`config.mk`:
```
export PLATFORM = sky130hd
export DESIGN_NAME = number_convert_arbiter
export DESIGN_NICKNAME = d
export VERILOG_FILES = /design/src/rtl/number_convert_arbiter.sv
export SDC_FILE = /design/constraint.sdc
export NUM_CORES = 1
export LEC_CHECK = 0
export CAP_MARGIN = 20
export CORE_ASPECT_RATIO = 1.25
export CORE_MARGIN = 4
export CORE_UTILIZATION = 43
export CTS_CLUSTER_SIZE = 8
export DETAILED_ROUTE_END_ITERATION = 10
export MAX_ROUTING_LAYER = met4
export PLACE_DENSITY_LB_ADDON = 0.3
export SLEW_MARGIN = 20
export SYNTH_ARGS = -nofsm -noshare
export SYNTH_HDL_FRONTEND = slang
export SYNTH_SLANG_ARGS = --single-unit
```
`constraint.sdc`:
```
create_clock -name clk -period 4.49 [get_ports clk]
set_input_delay 0.898 -clock clk [delete_from_list [all_inputs] [get_ports clk]]
set_output_delay 0.898 -clock clk [all_outputs]
set_load 0.02 [all_outputs]
```
`src/rtl/number_convert_arbiter.sv`:
```
// Two-requester round-robin front end for a shared number converter.
// Holds each operand on the converter for WAIT_CYC cycles, then returns the result to its owner.
module number_convert_arbiter #(
   parameter int unsigned DATA_W   = 32,
   parameter int unsigned WAIT_CYC = 1
) (
   input  logic              clk,
   input  logic              rst,
   input  logic              req0_valid,
   output logic              req0_ready,
   input  logic [DATA_W-1:0] req0_data,
   input  logic              req0_to_float,
   input  logic              req1_valid,
   output logic              req1_ready,
   input  logic [DATA_W-1:0] req1_data,
   input  logic              req1_to_float,
   output logic              rsp0_valid,
   input  logic              rsp0_ready,
   output logic              rsp1_valid,
   input  logic              rsp1_ready,
   output logic [DATA_W-1:0] rsp_data,
   output logic [DATA_W-1:0] conv_data_in,
   output logic              conv_to_float,
   input  logic [DATA_W-1:0] conv_data_out,
   output logic              busy,
   output logic              grant_id,
   output logic [15:0]       conv_count
);

   localparam int unsigned WAIT_EFF = (WAIT_CYC == 0) ? 1 : WAIT_CYC;
   localparam int unsigned WCNT_W   = (WAIT_EFF > 1) ? $clog2(WAIT_EFF) : 1;
   localparam int unsigned CNT_W    = 16;

   typedef enum logic [1:0] {
      IDLE    = 2'd0,
      ISSUE   = 2'd1,
      RESPOND = 2'd2
   } state_t;

   state_t            state;
   state_t            state_nxt;
   logic              last_grant;
   logic [WCNT_W-1:0] wait_cnt;
   logic              win_id;
   logic              wait_last;
   logic              accept;
   logic              capture;
   logic              rsp_hs;

   // Round robin: a lone requester wins; on a tie the one not served last wins.
   assign win_id    = (req0_valid && req1_valid) ? ~last_grant : req1_valid;
   assign wait_last = (wait_cnt == WCNT_W'(WAIT_EFF - 1));

   always_ff @(posedge clk) begin
      if (rst) state <= IDLE;
      else     state <= state_nxt;
   end

   always_comb begin
      state_nxt  = state;
      req0_ready = 1'b0;
      req1_ready = 1'b0;
      accept     = 1'b0;
      capture    = 1'b0;
      rsp_hs     = 1'b0;
      case (state)
         IDLE: begin
            if (!rst && (req0_valid || req1_valid)) begin
               req0_ready = ~win_id;
               req1_ready = win_id;
               accept     = 1'b1;
               state_nxt  = ISSUE;
            end
         end
         ISSUE: begin
            if (wait_last) begin
               capture   = 1'b1;
               state_nxt = RESPOND;
            end
         end
         RESPOND: begin
            // Only the owner's ready closes the transaction.
            if (grant_id ? rsp1_ready : rsp0_ready) begin
               rsp_hs    = 1'b1;
               state_nxt = IDLE;
            end
         end
         default: state_nxt = IDLE;
      endcase
   end

   always_ff @(posedge clk) begin
      if (rst) begin
         busy          <= 1'b0;
         last_grant    <= 1'b1;
         grant_id      <= 1'b0;
         wait_cnt      <= '0;
         conv_data_in  <= '0;
         conv_to_float <= 1'b0;
         rsp_data      <= '0;
         rsp0_valid    <= 1'b0;
         rsp1_valid    <= 1'b0;
         conv_count    <= '0;
      end else begin
         busy <= (state_nxt != IDLE);
         if (accept) begin
            conv_data_in  <= win_id ? req1_data : req0_data;
            conv_to_float <= win_id ? req1_to_float : req0_to_float;
            grant_id      <= win_id;
            last_grant    <= win_id;
            wait_cnt      <= '0;
         end else if (state == ISSUE) begin
            wait_cnt <= wait_cnt + WCNT_W'(1);
         end
         if (capture) begin
            rsp_data   <= conv_data_out;
            rsp0_valid <= ~grant_id;
            rsp1_valid <= grant_id;
         end else if (rsp_hs) begin
            rsp0_valid <= 1'b0;
            rsp1_valid <= 1'b0;
         end
         conv_count <= conv_count + CNT_W'(rsp_hs);
      end
   end

endmodule

```
; Word-level counts from Yosys, hierarchy flattened
; Cells that the tools add are included.
[totals]
regBits = 89
input_bits = 104
elab_cells = 47
[classes]
bitwise_logic = 3
mux = 21
reduce_logical = 8
n_eq_ne = 2
addsub = 2
[op_table]
columns = op, count
row1 = $mux W32, 1
row2 = $add A16 B1 Y16, 1
row3 = $mux W1, 16
row4 = $mux W2, 3
row5 = $pmux W2 S3, 1
row6 = $reduce_bool A2 Y1, 2
row7 = $not A1 Y1, 3
row8 = $eq A2 B1 Y1 const B, 1
row9 = $eq A2 B2 Y1 const B, 1
row10 = $logic_and A1 B1 Y1, 2
row11 = $logic_not A2 Y1, 1
row12 = $reduce_or A2 Y1, 1
row13 = $add A1 B1 Y1 const B, 1
row14 = $logic_not A1 Y1, 1
row15 = $logic_or A1 B1 Y1, 1

; Longest topological paths before layout
; Gate-level depths: netlist (run 1).
[logic_depth]
ltp_word = 5
ltp_mapped = 8
depth_no_buf = 8

; Least setup slack after synthesis (run 1)
; No wires, ideal clock.
[synth_path]
kind = in2out
startpoint = input rst
endpoint = output req0_ready
t_required_ns = 3.592
path_buffers = 1
slack_ns = 1.744
stages = 3
arrival_time_ns = 1.848
path_cell_list = buf_2 > or4_4 > nor2_1
[synth_via]
elab_chain_len = 4
[synth_lines]
columns = item, line_no
row1 = "start, declared", 8  ; input logic rst,
row2 = $logic_not A1 Y1, 68  ; if (!rst && (req0_valid || req1_valid)) begin
row3 = $logic_and A1 B1 Y1, 68
row4 = $mux W1, 68
row5 = $mux W1, 66  ; case (state)
row6 = "end, declared", 10  ; output logic req0_ready,
; Every way passes these cells.

; Worst setup path after layout (run 1)
[layout_path]
startpoint = input req0_valid
endpoint = output req0_ready
[layout_via]
elab_chain_len = 5
[layout_lines]
columns = item, line_no
row1 = "start, declared", 9  ; input logic req0_valid,
row2 = $logic_and A1 B1 Y1, 51  ; assign win_id = (req0_valid && req1_valid) ? ~last_grant : req1_valid;
row3 = $mux W1, 51
row4 = $not A1 Y1, 69  ; req0_ready = ~win_id;
row5 = $mux W1 (*), 68
row6 = $mux W1 (*), 66
; Mark *: on every way between the ends. The rest lies on a longest branch, timed or not.

==> flow_summary.yaml, run 1 <==
floorplanning:
  die_w_um: 91.3
  design.core.area_um2: 8330
  start_util_pct: 44.8
  die_y_um: 112
  dieArea_um2: 10200
  io_pins: 191
  fp-row-count: 37
detailed_routing:
  vias: 3447
  wl_per_cell_um: 15.2
  ant_nets: 0
  routed_wl_mm: 10.3
  drt_iter0_drc: 126
  via_per_inst: 5.07
  dr.pass1.iters: 4
  drc_errors: 0
timing:
  period_minus_slack_ns: 3.63
  max_freq_mhz: 275
  slew_headroom_pct: 30.4
  period_share_pct: 80.9
  whs_ns: 0.456
  setup_tns_ns: 0
  rsz0062_at_grt: "no"
  finalHoldViolCount: 0
  tightest_slew_ns: 1.04
  fin_skew_ns: 0.0115
  setup_violations: 0
  maxSlewViolCount: 0
place:
  place.gp.congestion: 0.775
  io_buffer_count: 190
  placed_area_um2: 5610
  dp_hpwl_mm: 7.66
synth:
  synth_top_cells_by_area: "dfxtp_1 (48%), mux2i_1 (9.1%), nand2_1 (7.2%), a211oi_2 (6.7%), nor2_1 (5.2%)"
  ys_seq_area_share_pct: 47.8
  synthFlopType: "dfxtp_1"
  synth_cell_type_count: 39
  synth_area_leader_cell: "dfxtp_1"
  synth-edff-count: 0
  syn_area_per_cell_um2: 9.28
  yosysWarnings: 0
  synthArstFlopShare_pct: 0
  syn-num-nets: 509
  syn_area_um2: 3730
  ys_ff_latch: 89
  synth_top_area_share_pct: 47.8
  syn_inst: 402
finish:
  fin_area_um2: 5840
  num_antenna_cells: 0
  layout.nets: 686
  layout_common_cells: "clkdlybuf4s50_1 (189), dfxtp_1 (89), nand2_1 (72)"
  finalCoreUtilization_pct: 70.0
  layout-drive-gt1-share_pct: 8.40
  final_common_cell: "clkdlybuf4s50_1"
  area_delta_synth_final_pct: 56.5
setup_path:
  cp.required_ns: 3.59
  cp.arrival_ns: 2.73
  crit_path_end_kind: "primary output"
  cp_max_fo: 5
  crit_path_top_delay_cell: "clkdlybuf4s50_1"
  slowest_delay_ns: 0.61
  worstSetupStartpointType: "input pin"
  worstPathCellList: "clkdlybuf4s50_1, nor2_1, or4_4, nor2_1, clkdlybuf4s50_1"
  path_class: "in -> out"
  ff2ff_path_depth: 8
global_routing:
  grt_pass1_vias: 3326
  antenna_found_initial: 0
  grt_overflow: 0
  grtUsageTotal_pct: 19.9
  grt_max_degree: 91
  grt_first_pass_wirelength_mm: 16.3
cts:
  cts.htree.levels: 3
  cts_setup_buffers: 0
  cts_root_buf: "clkbuf_8"
  cts_tree: "done"
  clk_pin_slew_ns: 0.08
  cts_hold_buf: 0
  numCtsBuffers: 9
  clk_latency_ns: 0.34
  clk_path_buf_depth: 2
  cts_resized: 0
  cts_sinks: 89
worst_hold_path:
  hold-path-cell-count: 2
  hp-class: "reg -> reg"
power_and_ir_drop:
  p_leak_nw: 2.06
  max-vdd-ir-drop_mv: 0.210
  power_density_nw_per_um2: 322
status:
  status: "finished, final reports clean"
flow_run:
  maxCapViolCount: 0
-- flip-flops by register name, summed over array words and instances, names as in the netlist, 2 cells and up --
name and flops:
conv_count 16, rsp_data 32, conv_data_in 32, state 2
-- metrics by stage --
stage	instances	total power, mW	worst slack [ns]
after floorplan	402	1.09	1.74
after global placement	665	1.28	0.866
after detailed placement	665	1.29	0.855
after CTS	680	1.90	0.852
after global routing	680	1.96	0.799
final	680	1.88	0.858
-- cells in the mapped netlist (all sizes together) (3+ instances only) --
cell type,number
a211oi,34
a21oi,38
buf,20
clkbuf,8
dfxtp,89
ha,3
inv,6
mux2i,34
nand2,72
nand3,6
nor2,53
nor3,3
nor4,5
xnor2,9
-- power by group --
part,internal (mW),switching [mW]
clock network,0.342,0.268
registers,0.836,0.0270
logic,0.214,0.192
-- critical path, delay by kind of cell --
family                 cells  cell delay (ns)
buffers and inverters      2             1.15
and+or+nand+nor            3             0.69
-- per-layer routing --
| layer | vias to the layer above | track usage (%) | share of wire (%) |
|---|---|---|---|
| met4 | 0 | 5.13 | 1.2 |
| met1 | 1569 | 24.7 | 45 |
| met3 | 13 | 5.56 | 6.9 |
| met5 | - | - | 0 |
| li1 | 1729 | - | - |
| met2 | 136 | 32.2 | 47 |
-- final timing paths --
| path | slack (ns) | to | from |
|---|---|---|---|
| worst max-delay path | 0.86 | req0_ready | req0_valid |
| worst min-delay path | 0.46 | rsp_data[9] | rsp_data[9] |
| worst max register to register | 1.86 | conv_count[12] | grant_id |
| worst min register to register | 0.46 | rsp_data[9] | rsp_data[9] |
-- layout make-up --
cell class,count,area (um2)
clock buffers,11,151
clock inverters,4,76.3
fillers,650,2500
inverters,6,22.5
multi-input cells,279,1750
flip-flops and latches,89,1780
well taps,97,121
repair buffers,194,1930
-- logic make-up after synthesis --
logic type               synth area share, %
multiplexers                            9.12
AO/OA/AOI/OAI                           16.3
AND/OR/NAND/NOR                         17.7
buffers and inverters                   5.50
flip-flops                              47.8
adder cells (fa/ha/maj)                 1.01
XOR/XNOR                                2.58
Note: power is estimated with default switching activity, not from simulation.
==> run 2: changes to the inputs <==
CORE_UTILIZATION = 36   (was 43)
clock period = 3.2 ns   (was 4.49 ns; I/O delays follow)
==> run 2 against run 1 <==
  * Worst hold slack lost 0.0034 ns
  * Die area grew 18%
  * Core utilization shrank 11 points
  * Sequential power grew 40%
  * First-iteration DRC count is the same
  * Clock power grew 77%
  * Clock skew shrank 0.0063 ns
  * Global-route usage shrank 2.5 points
  * Final cell count grew 5.1%
  * Register-to-register slack lost 1.1 ns
  * Critical path type unchanged
  * Via count grew 0.29%
==> flow_summary.yaml, run 2 (synthesis gave the netlist of run 1 again) <==
status:
  status: "finished, final reports clean"
worst_hold_path:
  hold_start: "rsp_data[15]"
  hp-class: "reg -> reg"
  whs_endpoint: "rsp_data[15]"
  hold-path-cell-count: 2
cts:
  cts_hold_buf: 0
  cts_sinks: 89
  cts_setup_buffers: 0
  cts_resized: 0
  cts_root_buf: "clkbuf_16"
  numCtsBuffers: 9
  clk_pin_slew_ns: 0.06
  clk_latency_ns: 0.33
  clk_path_buf_depth: 2
  cts_tree: "done"
  cts.htree.levels: 3
setup_path:
  crit_path_end_kind: "primary output"
  crit_path_top_delay_cell: "clkdlybuf4s50_1"
  worst-path-buf-inv: 2
  cp.arrival_ns: 2.46
  slowest_delay_ns: 0.62
  ff2ff_path_depth: 8
  cp.required_ns: 2.56
  worstSetupStartpointType: "input pin"
  reg2reg_from: "grant_id"
  cp_max_fo: 5
  path_class: "in -> out"
  crit_family: "buffers and inverters"
  r2r-end: "conv_count[14]"
  rrSetupSlack_ns: 0.78
  worstPathCellList: "clkdlybuf4s50_1, nor2_1, or4_4, nor2_1, clkdlybuf4s50_1"
place:
  place.gp.congestion: 0.778
  dp_hpwl_mm: 7.88
  io_buffer_count: 190
  placed_area_um2: 5660
timing:
  rsz0062_at_grt: "no"
  fin_skew_ns: 0.00517
  setup_violations: 0
  setup_tns_ns: 0
  period_minus_slack_ns: 3.10
  finalHoldViolCount: 0
  max_freq_mhz: 322
  maxSlewViolCount: 0
  slew_headroom_pct: 29.1
  tightest_slew_ns: 1.06
  period_share_pct: 97.0
power_and_ir_drop:
  power_density_nw_per_um2: 479
  max-vdd-ir-drop_mv: 0.314
  p_leak_nw: 2.11
floorplanning:
  start_util_pct: 36.9
  die_y_um: 122
  die_w_um: 99.0
  io_pins: 191
  design.core.area_um2: 10100
  dieArea_um2: 12100
  fp-row-count: 41
detailed_routing:
  ant_nets: 0
  drc_errors: 0
  via_per_inst: 4.83
  drt_iter0_drc: 126
  routed_wl_mm: 10.4
  wl_per_cell_um: 14.6
  vias: 3457
  dr.pass1.iters: 4
global_routing:
  grt_pass1_vias: 3411
  grt_max_degree: 91
  grt_overflow: 0
  antenna_found_initial: 0
  grtUsageTotal_pct: 17.5
  grt_first_pass_wirelength_mm: 16.5
finish:
  fill_cells: 878
  area_delta_synth_final_pct: 60.3
  fin_area_um2: 5980
  layout-drive-gt1-share_pct: 8.87
  layout.nets: 688
  final_common_cell: "clkdlybuf4s50_1"
  num_antenna_cells: 0
  reg_top3: "conv_data_in: 32 flops, rsp_data: 32 flops, conv_count: 16 flops"
  layout_common_cells: "clkdlybuf4s50_1 (189), dfxtp_1 (89), nand2_1 (72)"
flow_run:
  maxCapViolCount: 0
## run 2: changes by cell type in the layout (fill, tap and decap cells not counted)
cell,before,now
bufinv_16,2,1
clkinv_2,0,1
clkinv_4,1,0
buf_4,5,7
clkbuf_8,11,3
clkinvlp_4,1,2
clkbuf_16,0,9
## run 2: worst register-to-register path, cell delays in order, from the launching register on
cell	delay (ns)
dfxtp_1	0.51
mux2i_1	0.17
nor3b_1	0.30
ha_1	0.23
ha_1	0.20
nand4_1	0.23
nor4_1	0.43
xnor2_1	0.16
nor2_1	0.05
## run 2: cell type report
type / instances / area [um2] / share of cell area (%)
timing repair buffer: 196 / 1940 / 32.5
sequential: 89 / 1780 / 29.8
clock inverter: 4 / 50.0 / 0.837
tap: 129 / 161 / 2.70
inverter: 6 / 22.5 / 0.377
clock buffer: 12 / 267 / 4.46
multi-input combinational: 279 / 1750 / 29.3
## run 2: routing by layer
metal | vias up | GRT usage, % | wire length [um]
li1 | 1737 | - | -
met1 | 1561 | 21.4 | 4650
met2 | 152 | 27.6 | 4670
met3 | 7 | 5.78 | 1000
met4 | 0 | 4.87 | 97
met5 | - | - | 0
## run 2: per-stage QoR
stage	hold WS, ns	cells	util [%]	worst slack [ns]	power, mW
2_1_floorplan	0.436	402	-	0.852	1.53
3_3_place_gp	0.441	699	56.0	0.112	1.80
3_5_place_dp	0.446	699	56.0	0.0946	1.82
4_1_cts	0.454	715	59.2	0.0874	2.91
5_1_grt	0.473	715	59.2	0.0486	3.00
6_report	0.453	715	59.2	0.0960	2.87
## run 2: how the worst max path moves through the flow
stage,end,depth (start not counted),startpoint
after detailed placement,req0_ready,5,req0_valid
final,req0_ready,5,req0_valid
after floorplan,conv_count[14],8,rsp1_ready
after CTS,req0_ready,5,req0_valid
after global placement,req0_ready,5,req0_valid
after global routing,req0_ready,5,req0_valid
## run 2: power breakdown
part	leakage, nW	switching (mW)	internal (mW)
combinational	1.23	0.271	0.302
sequential	0.727	0.0371	1.17
clock	0.151	0.413	0.667
